$ cat config.mk
export PLATFORM = sky130hd
export DESIGN_NAME = pi_speed_regulator
export DESIGN_NICKNAME = d
export VERILOG_FILES = /design/src/rtl/pi_speed_regulator.sv
export SDC_FILE = /design/constraint.sdc
export NUM_CORES = 1
export LEC_CHECK = 0
export CAP_MARGIN = 30
export CORE_MARGIN = 1
export CORE_UTILIZATION = 35
export DETAILED_ROUTE_END_ITERATION = 8
export PLACE_DENSITY_LB_ADDON = 0.1
export SYNTH_ARGS = -nofsm -noshare
export SYNTH_HDL_FRONTEND = slang
export SYNTH_SLANG_ARGS = --single-unit
$ cat constraint.sdc
create_clock -name CLK -period 6.7 [get_ports CLK]
set_input_delay 2.01 -clock CLK [delete_from_list [all_inputs] [get_ports CLK]]
set_output_delay 2.01 -clock CLK [all_outputs]
set_load 0.03 [all_outputs]
$ cat src/rtl/pi_speed_regulator.sv
// rtl/pi_speed_regulator.sv - closed-loop PI speed regulator with braked direction reversal
// Four-stage update pipeline launched by a periodic tick; the last stage also runs the reversal FSM.
module pi_speed_regulator #(
  parameter int unsigned CLOCK_HZ     = 100000000,
  parameter int unsigned UPDATE_HZ    = 1000,
  parameter int unsigned ZERO_UPDATES = 2
) (
  input  logic        CLK,
  input  logic        RESET,
  input  logic        ENABLE,
  input  logic [15:0] SETPOINT_RPS,
  input  logic        DIR_RQ,
  input  logic [7:0]  KP,
  input  logic [7:0]  KI,
  input  logic [15:0] MOTOR_FB_RPS,
  output logic [7:0]  MOTOR_DC,
  output logic        DIR_SEL_RQ,
  output logic        BUSY_REVERSE
);

  localparam int unsigned PERIOD = CLOCK_HZ / UPDATE_HZ;
  localparam int CNT_W = (PERIOD > 1) ? $clog2(PERIOD) : 1;
  localparam int ZC_W  = $clog2(ZERO_UPDATES + 1);
  localparam int AW    = 28;
  localparam logic [CNT_W-1:0] CNT_LAST = CNT_W'(PERIOD - 1);
  localparam logic [ZC_W-1:0]  ZC_LAST  = ZC_W'(ZERO_UPDATES - 1);

  typedef enum logic {ST_RUN, ST_BRAKE} state_t;

  logic [CNT_W-1:0] cnt_q, cnt_d;
  logic             tick;

  logic             v1_q, v1_d, v2_q, v2_d, v3_q, v3_d;
  logic [15:0]      sp1_q, sp1_d, fb1_q, fb1_d;
  logic [7:0]       kp1_q, kp1_d, ki1_q, ki1_d, kp2_q, kp2_d, ki2_q, ki2_d;
  logic             dir1_q, dir1_d, dir2_q, dir2_d, dir3_q, dir3_d;
  logic             en1_q, en1_d, en2_q, en2_d, en3_q, en3_d;
  logic             fbz2_q, fbz2_d, fbz3_q, fbz3_d;
  logic signed [16:0]   err2_q, err2_d, err3_q, err3_d;
  logic signed [AW-1:0] pterm3_q, pterm3_d, iterm3_q, iterm3_d;

  state_t           state_q, state_d;
  logic [ZC_W-1:0]  zc_q, zc_d;
  logic [15:0]      integ_q, integ_d;
  logic [7:0]       dc_q, dc_d;
  logic             dir_sel_q, dir_sel_d;
  logic             busy_q, busy_d;

  logic signed [AW-1:0] err_x, kp_x, ki_x, integ_x, sum, u;
  logic             u_over, u_under, err_pos, err_neg, windup;
  logic [7:0]       dc_pi;
  logic [15:0]      iterm_sat;

  assign tick = (cnt_q == CNT_LAST);

  always_comb begin
    cnt_d  = tick ? '0 : cnt_q + CNT_W'(1);

    // Stage 1 samples inputs only on the tick; later stages just shift
    v1_d   = tick;
    sp1_d  = tick ? SETPOINT_RPS : sp1_q;
    fb1_d  = tick ? MOTOR_FB_RPS : fb1_q;
    kp1_d  = tick ? KP           : kp1_q;
    ki1_d  = tick ? KI           : ki1_q;
    dir1_d = tick ? DIR_RQ       : dir1_q;
    en1_d  = tick ? ENABLE       : en1_q;

    v2_d   = v1_q;
    err2_d = $signed({1'b0, sp1_q}) - $signed({1'b0, fb1_q});
    fbz2_d = (fb1_q == 16'd0);
    kp2_d  = kp1_q;
    ki2_d  = ki1_q;
    dir2_d = dir1_q;
    en2_d  = en1_q;

    err_x   = {{(AW-17){err2_q[16]}}, err2_q};
    kp_x    = $signed({{(AW-8){1'b0}}, kp2_q});
    ki_x    = $signed({{(AW-8){1'b0}}, ki2_q});
    integ_x = $signed({{(AW-16){1'b0}}, integ_q});

    v3_d     = v2_q;
    pterm3_d = err_x * kp_x;
    iterm3_d = integ_x + err_x * ki_x;
    err3_d   = err2_q;
    fbz3_d   = fbz2_q;
    dir3_d   = dir2_q;
    en3_d    = en2_q;

    sum     = pterm3_q + iterm3_q;
    u       = sum >>> 4;
    u_under = u[AW-1];
    u_over  = !u_under && (u > 28'sd255);
    err_pos = !err3_q[16] && (err3_q != 17'sd0);
    err_neg = err3_q[16];
    windup  = (u_over && err_pos) || (u_under && err_neg);
    dc_pi   = u_under ? 8'd0 : (u_over ? 8'd255 : u[7:0]);
    if (iterm3_q[AW-1])
      iterm_sat = 16'd0;
    else if (iterm3_q > 28'sd4080)
      iterm_sat = 16'd4080;
    else
      iterm_sat = iterm3_q[15:0];

    state_d   = state_q;
    zc_d      = zc_q;
    integ_d   = integ_q;
    dc_d      = dc_q;
    dir_sel_d = dir_sel_q;
    busy_d    = busy_q;

    if (v3_q) begin
      if (!en3_q) begin
        state_d = ST_RUN;
        zc_d    = '0;
        integ_d = '0;
        dc_d    = '0;
        busy_d  = 1'b0;
        // While disabled the motor is unpowered, so a stopped motor can flip at once
        if (dir3_q != dir_sel_q && fbz3_q)
          dir_sel_d = dir3_q;
      end else begin
        case (state_q)
          ST_RUN: begin
            if (dir3_q != dir_sel_q) begin
              state_d = ST_BRAKE;
              zc_d    = '0;
              integ_d = '0;
              dc_d    = '0;
              busy_d  = 1'b1;
            end else begin
              dc_d = dc_pi;
              if (!windup)
                integ_d = iterm_sat;
            end
          end
          ST_BRAKE: begin
            integ_d = '0;
            dc_d    = '0;
            if (dir3_q == dir_sel_q) begin
              state_d = ST_RUN;
              zc_d    = '0;
              busy_d  = 1'b0;
            end else if (fbz3_q) begin
              if (zc_q == ZC_LAST) begin
                state_d   = ST_RUN;
                zc_d      = '0;
                busy_d    = 1'b0;
                dir_sel_d = dir3_q;
              end else begin
                zc_d = zc_q + ZC_W'(1);
              end
            end else begin
              zc_d = '0;
            end
          end
          default: state_d = ST_RUN;
        endcase
      end
    end
  end

  always_ff @(posedge CLK or negedge RESET) begin
    if (!RESET) begin
      cnt_q     <= '0;
      v1_q      <= 1'b0;
      v2_q      <= 1'b0;
      v3_q      <= 1'b0;
      sp1_q     <= '0;
      fb1_q     <= '0;
      kp1_q     <= '0;
      ki1_q     <= '0;
      dir1_q    <= 1'b1;
      en1_q     <= 1'b0;
      err2_q    <= '0;
      fbz2_q    <= 1'b0;
      kp2_q     <= '0;
      ki2_q     <= '0;
      dir2_q    <= 1'b1;
      en2_q     <= 1'b0;
      pterm3_q  <= '0;
      iterm3_q  <= '0;
      err3_q    <= '0;
      fbz3_q    <= 1'b0;
      dir3_q    <= 1'b1;
      en3_q     <= 1'b0;
      state_q   <= ST_RUN;
      zc_q      <= '0;
      integ_q   <= '0;
      dc_q      <= '0;
      dir_sel_q <= 1'b1;
      busy_q    <= 1'b0;
    end else begin
      cnt_q     <= cnt_d;
      v1_q      <= v1_d;
      v2_q      <= v2_d;
      v3_q      <= v3_d;
      sp1_q     <= sp1_d;
      fb1_q     <= fb1_d;
      kp1_q     <= kp1_d;
      ki1_q     <= ki1_d;
      dir1_q    <= dir1_d;
      en1_q     <= en1_d;
      err2_q    <= err2_d;
      fbz2_q    <= fbz2_d;
      kp2_q     <= kp2_d;
      ki2_q     <= ki2_d;
      dir2_q    <= dir2_d;
      en2_q     <= en2_d;
      pterm3_q  <= pterm3_d;
      iterm3_q  <= iterm3_d;
      err3_q    <= err3_d;
      fbz3_q    <= fbz3_d;
      dir3_q    <= dir3_d;
      en3_q     <= en3_d;
      state_q   <= state_d;
      zc_q      <= zc_d;
      integ_q   <= integ_d;
      dc_q      <= dc_d;
      dir_sel_q <= dir_sel_d;
      busy_q    <= busy_d;
    end
  end

  assign MOTOR_DC     = dc_q;
  assign DIR_SEL_RQ   = dir_sel_q;
  assign BUSY_REVERSE = busy_q;

endmodule

==> results of run 1 <==
==> power groups by stage <==
stage,sequential (uW),clock [uW],combinational [uW]
2_1_floorplan,1280,0,0.283
3_3_place_gp,1280,0,59.0
3_5_place_dp,1280,0,59.1
4_1_cts,1260,1610,59.4
5_1_grt,1260,1660,63.6
6_report,1260,1560,56.2
==> sequential cells by signal, summed over array words and instances, names as in the netlist, 16 cells and up <==
name / flops
pterm3_q: 26
sp1_q: 16
err2_q: 17
iterm3_q: 27
fb1_q: 16
err3_q: 17
cnt_q: 17
integ_q: 16
==> metrics by stage <==
stage / hold WS, ps / power, uW / util (%)
global route: 346 / 2980 / 40.2
CTS: 342 / 2930 / 40.2
floorplan: 331 / 1280 / -
finish: 342 / 2870 / 40.2
detailed placement: 336 / 1340 / 38.4
global placement: 334 / 1340 / 38.4
==> cells by family (layout without fill, tap and decap cells) <==
family	Yosys count	count (layout)	synth area share, %
other	0	1	0
multiplexers	53	53	2.96
AO/OA/AOI/OAI	261	261	8.63
AND/OR/NAND/NOR	595	595	15.5
XOR/XNOR	76	76	3.43
adder cells (fa/ha/maj)	396	396	34.5
flip-flops	208	208	26.9
buffers and inverters	412	484	8.14
==> cell usage after synthesis (18+ instances only) <==
master | count | area [sq um]
inv_1 | 352 | 1320
fa_1 | 231 | 4620
dfrtp_1 | 204 | 5100
nand2_1 | 196 | 736
and2_1 | 167 | 1040
ha_1 | 165 | 2060
nor2_1 | 84 | 315
o21ai_0 | 74 | 370
a21oi_1 | 68 | 340
xnor2_1 | 53 | 464
clkbuf_1 | 51 | 191
mux2_2 | 35 | 394
nor3_1 | 31 | 155
nand3_1 | 23 | 115
xor2_1 | 23 | 201
nor4_1 | 20 | 125
mux2i_1 | 18 | 180
==> cell usage in the layout (no fill, tap or decap), types with 12 or more instances in the layout <==
cell and instances:
inv_1 352, fa_1 231, dfrtp_1 204, nand2_1 196
and2_1 167, ha_1 165, nor2_1 84, o21ai_0 74
a21oi_1 68, clkdlybuf4s50_1 60, xnor2_1 53, mux2_2 35
nor3_1 30, clkbuf_16 27, nand3_1 23, xor2_1 23
nor4_1 20, mux2i_1 18, buf_4 18, a21o_1 15
o21a_1 15, nand4_1 14, nor2b_1 12
==> worst max-delay path, stage by stage, from the launching register on <==
cell and delay [ps]:
dfrtp_1 740, nand2_1 160, fa_1 500, inv_1 50, fa_1 500, inv_1 50, fa_1 470, inv_1 50
fa_1 580, inv_1 80, fa_1 510, inv_1 40, ha_1 350, a21o_1 200, a21o_1 170, a21o_1 180
a32oi_1 170, o21a_1 250, o311a_1 230, a21oi_1 90, a41o_1 260, o41ai_1 330, xnor2_1 130
==> worst paths after layout <==
path / from / endpoint / slack, ps / depth (start not counted)
setup reg to reg: ki2_q[0] / iterm3_q[26] / 440 / 22
hold reg to reg: v1_q / v2_q / 340 / 0
setup / recovery: ki2_q[0] / iterm3_q[26] / 440 / 22
hold / removal: v1_q / v2_q / 340 / 0
max in group asynchronous: RESET / kp2_q[2] / 4160 / 2
min in group asynchronous: RESET / pterm3_q[25] / 1450 / 1
==> metal layers <==
metal	GRT usage (%)	share of wire, %
met1	25.4	50
met2	28.5	46
met3	1.80	2.6
met4	3.48	1.7
met5	0	0
==> layout make-up <==
class                           instances  area share, %
Inverter                              353           6.07
Tap cell                              739           4.23
Multi-Input combinational cell       1381           57.8
Clock buffer                           34           3.44
Sequential cell                       208           23.9
Antenna cell                            1         0.0115
Clock inverter                         16           1.01
Timing Repair Buffer                   81           3.59
==> metrics.txt, run 1 <==
Worst-path clk slew=60 ps; final hold violation count=0; Placer Congestion=0.874; Hold Path Class=register to register; multi-input logic area=12,600 sq um; CTS-repair resized insts=0; Leak=0.0115 uW; Max Freq=0.160 GHz; share of layout cells above drive strength 1=6.32%; latest clock arrival within the worst-skew pair=580 ps; setup ws final=436 ps; Startpoint Class=register; CTS Sinks=208; vias=13,351; Post-synth EDFFs=0; Post-Layout Cell Count=2,813; Yosys cell types=78; CTS tree=built; Comb pwr share=2.0%; first-pass GRT wire length=78,100 um; cell-internal power=2240 uW; Crit Path Class=register to register; Reg area=5210 sq um; clk_skew=35.2 ps; largest net degree at the start of global routing=115; Post-Synthesis Cell Area=19,400 sq um; final non-filler cell area=21,800 sq um; # placed instances=2,761; nets=2,500; Crit. End Element=register; Setup Fix Bufs, Post-CTS=0; Total Routed Length=47,700 um; Placed Instance Area=20,800 sq um; Max transition margin=44.4%; DRC=0; Post-DP HPWL=38,400 um; synthesized area per cell=9.70 sq um; Die Span Y=237 um; Tmin final=6260 ps; hold buffer count at cts=0; FP Rows=85; vias per cell=4.75; pre-CTS setup slack=475 ps; post-synthesis async set-or-reset flop share=100%; Root Buffer=clkbuf_16; Layout fillers=5,423; Psw=630 uW; Seq/Total Area, Yosys=26.9%; htree depth=1; CTS Buffer Depth=3; chip width=237 um; Synth Register Bits=208; WP data required=7120 ps; antenna violations before repair=1; Main synth FF type=dfrtp_1; Clk pwr share=54.3%; status=finished clean; crit-path max FO=17; max_cap viols=0; unrepaired setup endpoints after global routing=no; Wirelength per Cell=17.0 um; Final Cycle Share=93.5%; Port-buffer cells=61; total core area=54,300 sq um; sw frac=21.9%; Global Route Usage Sum=17.5%; die area=56,400 sq um; Tightest Pin Transition=833 ps; YS warnings=0; total CTS buffers=27; Setup TNS=0 ps; I/O pin count=62; drt first pass iters=5; peak supply drop=0.182 mV; final setup fails=0; initial core utilization=35.7%; Synthesized Nets=2,449; Slew Limit Fails=0; Area Growth Syn to Fin=12.5%; sequential share of power=43.8%; Final ANT Viol Nets=0; PwrDens=132 nW/um^2; grt total ovfl=0; critical path arrival=6680 ps; number of global-route vias before repair=14,349; Mapped Cells=2,001; DRT iter0 DRCs=523
Note: power is estimated with default switching activity, not from simulation.
==> inputs of run 2 (changes only) <==
--- a/config.mk
+++ b/config.mk
@@ -5,11 +5,13 @@
 export SDC_FILE = /design/constraint.sdc
 export NUM_CORES = 1
 export LEC_CHECK = 0
+export ABC_AREA = 1
 export CAP_MARGIN = 30
 export CORE_MARGIN = 1
 export CORE_UTILIZATION = 35
 export DETAILED_ROUTE_END_ITERATION = 8
 export PLACE_DENSITY_LB_ADDON = 0.1
+export SLEW_MARGIN = 10
 export SYNTH_ARGS = -nofsm -noshare
 export SYNTH_HDL_FRONTEND = slang
 export SYNTH_SLANG_ARGS = --single-unit
==> metrics.txt, run 2 <==
Yosys cell types=45; crit-path max FO=17; CP endpoint=iterm3_q[23]; antenna diode count=0; DRT iter0 DRCs=614; Seq/Total Area, Yosys=25.7%; number of global-route vias before repair=16,387; WP data required=7160 ps; Placer Congestion=0.852; Global Route Usage Sum=18.3%; worst r2r src=err2_q[5]; Max Freq=0.170 GHz; Mapped Cells=2,544; Slew Limit Fails=0; top cells by area, synth=dfrtp_1 25%, fa_1 23%, nand2_1 13%; unrepaired setup endpoints after global routing=no; Crit Path Class=register to register; Setup Fix Bufs, Post-CTS=0; final hold violation count=0; DRC=0; Post-Synthesis Cell Area=20,300 sq um; clk_skew=12.1 ps; nets=3,024; Final ANT Viol Nets=0; Port-buffer cells=61; FP Rows=87; CP peak stage delay=810 ps; YS warnings=0; Post-synth EDFFs=0; Worst R2R Path Depth=21; PwrDens=124 nW/um^2; Tightest Pin Transition=860 ps; initial core utilization=35.7%; Power, Total=2810 uW; Synth Register Bits=208; post-synth top area share=25.1%; worst reg-to-reg setup slack=830 ps; grt total ovfl=0; Max transition margin=42.7%; htree depth=1; Leak=0.0137 uW; Worst R2R End=iterm3_q[23]; total core area=56,800 sq um; final setup fails=0; Setup TNS=0 ps; Main synth FF type=dfrtp_1; Reg area=5210 sq um; pre-CTS setup slack=798 ps; hold buffer count at cts=0; Startpoint Class=register; Largest register FFs=27; drt first pass iters=4; setup ws final=826 ps; share of layout cells above drive strength 1=3.97%; worst path cell trace=nand2_1, fa_1, inv_1, fa_1, inv_1, fa_1, inv_1, fa_1, inv_1, fa_1, inv_1, ha_1, nand2_1, nor2_1, nand2_1, o21ai_0, a21oi_1, o21ai_0, nand3_1, nand2_1, xor2_1; peak supply drop=0.212 mV; multi-input logic area=12,400 sq um; commonest non-fill, non-tap cells in the layout=693 x nand2_1, 627 x inv_1, 231 x fa_1; most common cell in the synthesized netlist=nand2_1; largest net degree at the start of global routing=106; Final Cycle Share=87.7%; Crit. End Element=register; vias per cell=4.60; latest clock arrival within the worst-skew pair=540 ps; Hold Slack=349 ps; status=finished clean; I/O pin count=62; Post-synth top cells=693 x nand2_1, 628 x inv_1, 231 x fa_1; Worst-path clk slew=60 ps; CTS-repair resized insts=0; Layout fillers=5,882; CTS Sinks=208; synthesized area per cell=7.98 sq um; Root Buffer=clkbuf_16; Post-Layout Cell Count=3,352; Hold Path Class=register to register; Critical-path top delay cell=dfrtp_1; Largest regs=iterm3_q: 27 flops, pterm3_q: 26 flops; max_cap viols=0; Largest Register=iterm3_q; critical path arrival=6330 ps; Wirelength per Cell=15.6 um; # placed instances=3,303; die area=59,000 sq um; Area Growth Syn to Fin=11.4%; antenna violations before repair=1; crit path launch=err2_q[5]; Tmin final=5870 ps; Synthesized Nets=2,992; area leader, netlist=dfrtp_1; Die Span Y=243 um; total CTS buffers=26; vias=15,425; Total Routed Length=52,300 um; first-pass GRT wire length=86,300 um; CTS Buffer Depth=3; post-synthesis async set-or-reset flop share=100%; CTS tree=built; most common cell after layout, fill and taps aside=nand2_1; chip width=243 um; Post-DP HPWL=42,500 um
## run 2: changes by cell type in the layout (fill, tap and decap cells not counted), moves of 14 or more
cell and delta:
nand2_1 +497, inv_1 +275, and2_1 -164, nand3_1 +44, mux2_2 -35, a21oi_1 +31
xor2_1 +27, xnor2_1 -23, mux2i_1 -18, o21a_1 -14
## run 2: metal layers
layer  GRT usage (%)  up-vias  share of wire (%)
met5               0        -                  0
met4            4.48        0                2.3
met3            1.59       56                2.8
met2            30.9      219                 47
met1            25.2     7526                 48
li1                -     7624                  -
## run 2: final cells by class
type | count | area share (%)
clock buffer | 38 | 3.43
inverter | 631 | 10.5
clock inverter | 10 | 0.642
timing repair buffer | 85 | 3.50
tap | 756 | 4.18
sequential | 208 | 23.0
multi-input combinational | 1624 | 54.8
## run 2: kinds of logic after synthesis
| group | count (synthesis) | share of synthesized area, % |
|---|---|---|
| AND/OR/NAND/NOR | 942 | 19.2 |
| buffers and inverters | 712 | 13.3 |
| adder cells (fa/ha/maj) | 396 | 32.9 |
| flip-flops | 208 | 25.7 |
| AO/OA/AOI/OAI | 206 | 5.44 |
| XOR/XNOR | 80 | 3.45 |
## run 2: stage by stage
stage,utilization (%),area [sq um]
3_3_place_gp,38.2,21700
5_1_grt,39.8,22600
4_1_cts,39.8,22600
6_report,39.8,22600
3_5_place_dp,38.2,21700
2_1_floorplan,-,20300
## run 2: critical path: cells and delay by family, from the launching register on
kind,cells,cell delay (ps)
XOR/XNOR,1,140
flip-flops,1,810
buffers and inverters,5,250
AO/OA/AOI/OAI,3,1020
adder cells (fa/ha/maj),6,2900
AND/OR/NAND/NOR,6,690
## run 2: where the power goes
group | leakage [uW] | switching, uW | total [uW] | internal, uW
Clock | 0.000445 | 571 | 1490 | 922
Sequential | 0.00253 | 0 | 1260 | 1260
Combinational | 0.0107 | 28.6 | 55.7 | 27.1
Total | 0.0137 | 600 | 2810 | 2210
## run 2: worst min-delay path by stage
stage	start	end	slack, ps	depth (start not counted)
2_1_floorplan	en2_q	en3_q	330	0
3_3_place_gp	v2_q	v3_q	330	0
3_5_place_dp	v2_q	v3_q	340	0
4_1_cts	v2_q	v3_q	360	0
5_1_grt	v2_q	v3_q	370	0
6_report	v2_q	v3_q	350	0
==> inputs of run 3 (changes only) <==
--- a/config.mk
+++ b/config.mk
@@ -6,6 +6,7 @@
 export NUM_CORES = 1
 export LEC_CHECK = 0
 export ABC_AREA = 1
+export ABC_CLOCK_PERIOD_IN_PS = 6700
 export CAP_MARGIN = 30
 export CORE_MARGIN = 1
 export CORE_UTILIZATION = 35
==> results of run 3 <==
No change in the layout: final DEF, timing and power equal those of run 2.
